==> src/rtl/bcd_adder.sv <==
`default_nettype none
// ============================================================================
// Module      : bcd_adder
// Description : NDIG-digit ripple BCD adder with registered sum, decimal
//               carry out, valid and non-BCD-input error flag.
// Revision    : 1.0 - initial release
// ============================================================================
module bcd_adder #(
    parameter int NDIG = 1
) (
    input  logic                clk,
    input  logic                rst_n,
    input  logic                in_valid,
    input  logic [4*NDIG-1:0]   a,
    input  logic [4*NDIG-1:0]   b,
    input  logic                cin,
    output logic [4*NDIG-1:0]   sum,
    output logic                cout,
    output logic                out_valid,
    output logic                err
);

    logic [NDIG:0]          w_carry;
    logic [4*NDIG-1:0]      w_sum;
    logic [NDIG-1:0]        w_bad;

    logic [4*NDIG-1:0]      r_sum;
    logic                   r_cout;
    logic                   r_valid;
    logic                   r_err;

    assign w_carry[0] = cin;

    generate
        for (genvar i = 0; i < NDIG; i++) begin : g_digit
            logic [4:0] w_t;
            logic [3:0] w_adj;

            assign w_t   = {1'b0, a[4*i +: 4]} + {1'b0, b[4*i +: 4]} + {4'b0000, w_carry[i]};
            // The 4-bit add wraps naturally, giving (t + 6) mod 16 even for t up to 31.
            assign w_adj = w_t[3:0] + 4'd6;

            assign w_carry[i+1]   = (w_t > 5'd9);
            assign w_sum[4*i +: 4] = w_carry[i+1] ? w_adj : w_t[3:0];
            assign w_bad[i]       = (a[4*i +: 4] > 4'd9) || (b[4*i +: 4] > 4'd9);
        end
    endgenerate

    always_ff @(posedge clk) begin
        if (!rst_n) begin
            r_sum   <= '0;
            r_cout  <= 1'b0;
            r_valid <= 1'b0;
            r_err   <= 1'b0;
        end else begin
            r_valid <= in_valid;
            if (in_valid) begin
                r_sum  <= w_sum;
                r_cout <= w_carry[NDIG];
                r_err  <= |w_bad;
            end
        end
    end

    assign sum       = r_sum;
    assign cout      = r_cout;
    assign out_valid = r_valid;
    assign err       = r_err;

endmodule
`default_nettype wire

==> config.mk <==
export PLATFORM = sky130hd
export DESIGN_NAME = bcd_adder
export DESIGN_NICKNAME = d
export VERILOG_FILES = /design/src/rtl/bcd_adder.sv
export SDC_FILE = /design/constraint.sdc
export NUM_CORES = 1
export LEC_CHECK = 0
export BUFFER_PORTS_ARGS = -buffer_cell sky130_fd_sc_hd__clkbuf_2
export CELL_PAD_IN_SITES_DETAIL_PLACEMENT = 0
export CELL_PAD_IN_SITES_GLOBAL_PLACEMENT = 1
export CORE_AREA = 2 2 42 44
export CTS_CLUSTER_DIAMETER = 150
export DETAILED_ROUTE_END_ITERATION = 16
export DIE_AREA = 0 0 44 46
export HOLD_SLACK_MARGIN = 0.03
export PLACE_DENSITY_LB_ADDON = 0.1
export SLEW_MARGIN = 20
export SYNTH_ARGS = -nofsm -noshare
export SYNTH_HDL_FRONTEND = slang
export SYNTH_SLANG_ARGS = --single-unit
==> constraint.sdc <==
create_clock -name clk -period 3 [get_ports clk]
set_input_delay 0.15 -clock clk [delete_from_list [all_inputs] [get_ports clk]]
set_output_delay 0.15 -clock clk [all_outputs]
set_load 0.02 [all_outputs]
==> flow_metrics.env <==
export IMPL_ios=19
export IMPL_cp_arrival_ps=2270
export IMPL_synth_edf_count=0
export IMPL_cts_repair_resized=0
export IMPL_die_w_um=44
export IMPL_ff2ff_setup_slack_ps=2150
export IMPL_critPathLaunch="a[0]"
export IMPL_drive_gt1_frac=0.3478
export IMPL_core_rowCount=15
export IMPL_drtPass1Iterations=3
export IMPL_rr_endpoint="sum[2]$_SDFFE_PN0P_"
export IMPL_cp_slowest_cell="fa_1"
export IMPL_synth_area_per_cell_sq_um=9.645
export IMPL_pwr_share_clk=0.292
export IMPL_slew_viol_final=0
export IMPL_synthTopCellsByArea="dfxtp_1 (30%), ha_1 (11%), fa_1 (8.6%)"
export IMPL_yosys_area_top_type="dfxtp_1"
export IMPL_die_height_um=46
export IMPL_hp_start="b[3]"
export IMPL_p_comb_frac=0.359
export IMPL_crit_end="sum[2]$_SDFFE_PN0P_"
export IMPL_path_delay_family="adder cells"
export IMPL_start_kind="input port"
export IMPL_ctsHoldBuffers=0
export IMPL_synthesis_nets=66
export IMPL_crit_chain="clkbuf_2 > fa_1 > fa_1 > a21o_2 > a21oi_1 > o31a_1 > mux2_4"
export IMPL_fmax_mhz=471.3
export IMPL_start_util=0.2868
export IMPL_synth_top_area_frac=0.3027
export IMPL_first_global_vias=387
export IMPL_core_sq_um=1614
export IMPL_gr_total_overflow=0
export IMPL_cts_buffers_inserted=3
export IMPL_drc=0
export IMPL_fin_skew_ps=0
export IMPL_period_minus_slack_ps=2122
export IMPL_timing_rr_start="sum[2]$_SDFFE_PN0P_"
export IMPL_p_leak_nw=0.2839
export IMPL_grt_use_total=0.1188
export IMPL_fin_util=0.3698
export IMPL_crit_required_ps=3150
export IMPL_grt_pass1_wl_um=1607
export IMPL_ys_types=28
export IMPL_synthArstFlopShare=0
export IMPL_hold_path_class="input port to flop"
export IMPL_cp_max_fo=6
export IMPL_synth_cells=48
export IMPL_post_drt_wl_per_cell_um=11.45
export IMPL_areaGrowthSynthToFinish_pct=28.92
export IMPL_cts_setup_buffers=0
export IMPL_io_buffers=18
export IMPL_switching_share=0.3460
export IMPL_final_cells=86
export IMPL_yosys_top_cells_count="dfxtp_1 (7), o21ai_0 (7), ha_1 (4), a21oi_1 (3)"
export IMPL_n_antenna_cell=0
export IMPL_htreeDepth=1
export IMPL_switchingPower_uw=108.9
export IMPL_ys_flop_type="dfxtp_1"
export IMPL_place_inst=82
export IMPL_crit_type="input port to flop"
export IMPL_cpMostUsedCell="fa_1"
export IMPL_clkTransAtPathRegs_ps=60
export IMPL_nets=88
export IMPL_cap_viol_max_count=0
export IMPL_synth_seq_cells=7
export IMPL_vias=434
export IMPL_synth_area_sq_um=462.9
export IMPL_p_int_uw=205.8
export IMPL_reg2reg_depth=3
export IMPL_p_per_area_nw_per_um2=527.3
export IMPL_drt_iter0_markers=2
export IMPL_grt_start_max_net_pins=12
export IMPL_fin_crit_sh=0.7073
export IMPL_cts_root_buffer="clkbuf_4"
export IMPL_yosysWarnings=0
export IMPL_dp_hpwl_um=804.4
export IMPL_hold_violations=0
export IMPL_clock_latency_ps=260
export IMPL_postRouteAntennaNets=0
export IMPL_routed_wl_um=985
export IMPL_status="complete, no violations"
export IMPL_ir_worst_vdd_v=0.0001433
export IMPL_finalSetupViolations=0
export IMPL_crit_cells=7
export IMPL_clk_path_buf_depth=2
export IMPL_ys_seq_area_frac=0.3027
export IMPL_holdWs_ps=167.3
export IMPL_cts_tree="yes"
export IMPL_tightest_slew_ps=415.0
export IMPL_rsz0062_at_grt="false"
export IMPL_antenna_found_initial=0
export IMPL_tns_ps=0
export IMPL_dieArea_sq_um=2024
export IMPL_vias_per_cell=5.047
export IMPL_cpPeakStageDelay_ps=460
export IMPL_slew_headroom=0.7234
export IMPL_crit_path_end_kind="flop"
export IMPL_critPathBufInv=1
export IMPL_seqPwrFrac=0.350
export IMPL_routabilityCongestion=0.6655
export IMPL_numClockSinks=7
-- worst min-delay path by stage --
stage,to,slack [ps],cells after the start
2_1_floorplan,sum[0]$_SDFFE_PN0P_,280,1
3_3_place_gp,err$_SDFFE_PN0P_,440,3
3_5_place_dp,err$_SDFFE_PN0P_,440,3
4_1_cts,err$_SDFFE_PN0P_,160,3
5_1_grt,err$_SDFFE_PN0P_,200,3
6_report,err$_SDFFE_PN0P_,170,3
-- per-layer routing --
layer,wire length [um],track usage,share of wire,vias to the layer above
li1,-,-,-,233
met2,465,0.1765,0.47,14
met5,0,0,0,-
met1,463,0.1357,0.47,187
met3,56,0.03571,0.057,0
met4,0,0.1091,0,0
-- kinds of logic (layout without fill, tap and decap cells) --
| logic type | after synthesis | in the layout | synth area share |
|---|---|---|---|
| fa+ha+maj | 6 | 6 | 0.1946 |
| xor+xnor | 2 | 2 | 0.03784 |
| compound gates | 19 | 19 | 0.2649 |
| simple gates | 9 | 9 | 0.1217 |
| buf+inv | 3 | 24 | 0.02432 |
| mux | 2 | 2 | 0.05405 |
| flops | 7 | 7 | 0.3027 |
-- power by group through the flow --
| stage | sequential, mW | clock (mW) | combinational (mW) |
|---|---|---|---|
| after floorplan | 0.127 | 0 | 0.0652 |
| after global placement | 0.112 | 0 | 0.116 |
| after detailed placement | 0.113 | 0 | 0.114 |
| after CTS | 0.110 | 0.0976 | 0.115 |
| after global routing | 0.111 | 0.102 | 0.128 |
| final | 0.110 | 0.0918 | 0.113 |
-- worst register-to-register path: stages, from the launching register on --
cell and delay [ps]:
dfxtp_1 310, nand3b_1 90, o21ai_0 90, mux2_4 260
-- layout make-up --
cell class	instances	area (sq um)
multi-input cells	38	311.5
repair buffers	18	90.09
clock buffers	4	26.28
inverters	2	7.507
fillers	181	1017
flip-flops and latches	7	140.1
well taps	17	21.27
-- registers in the layout, summed over array words and instances, names as in the netlist --
register,count
sum,4
out_valid,1
err,1
cout,1
-- layout by cell type, fill, tap and decap left out --
master,instances
nand3b_1,1
clkbuf_4,3
ha_1,4
mux2_4,1
nor4_1,1
a31oi_1,1
xnor2_1,1
a21o_2,1
o31a_1,1
fa_1,2
a21oi_1,3
clkbuf_2,18
a211oi_1,1
a21o_1,1
nand3_1,1
o21a_1,1
clkbuf_1,1
nand4_1,1
o32ai_1,1
mux2i_1,1
nor2b_1,1
a221oi_1,1
a41oi_1,1
and3_4,1
nand2b_1,1
dfxtp_1,7
xor2_1,1
inv_1,2
o21ai_0,7
nand2_1,2
-- stage by stage --
step / cell area, sq um / setup slack [ps] / power (mW)
6_report: 596.8 / 878.2 / 0.3147
5_1_grt: 596.8 / 710.9 / 0.3407
4_1_cts: 596.8 / 889.4 / 0.3228
3_5_place_dp: 570.5 / 610.9 / 0.2262
3_3_place_gp: 570.5 / 634.0 / 0.2279
2_1_floorplan: 462.9 / 838.1 / 0.1926
(Power assumes the default switching activity.)
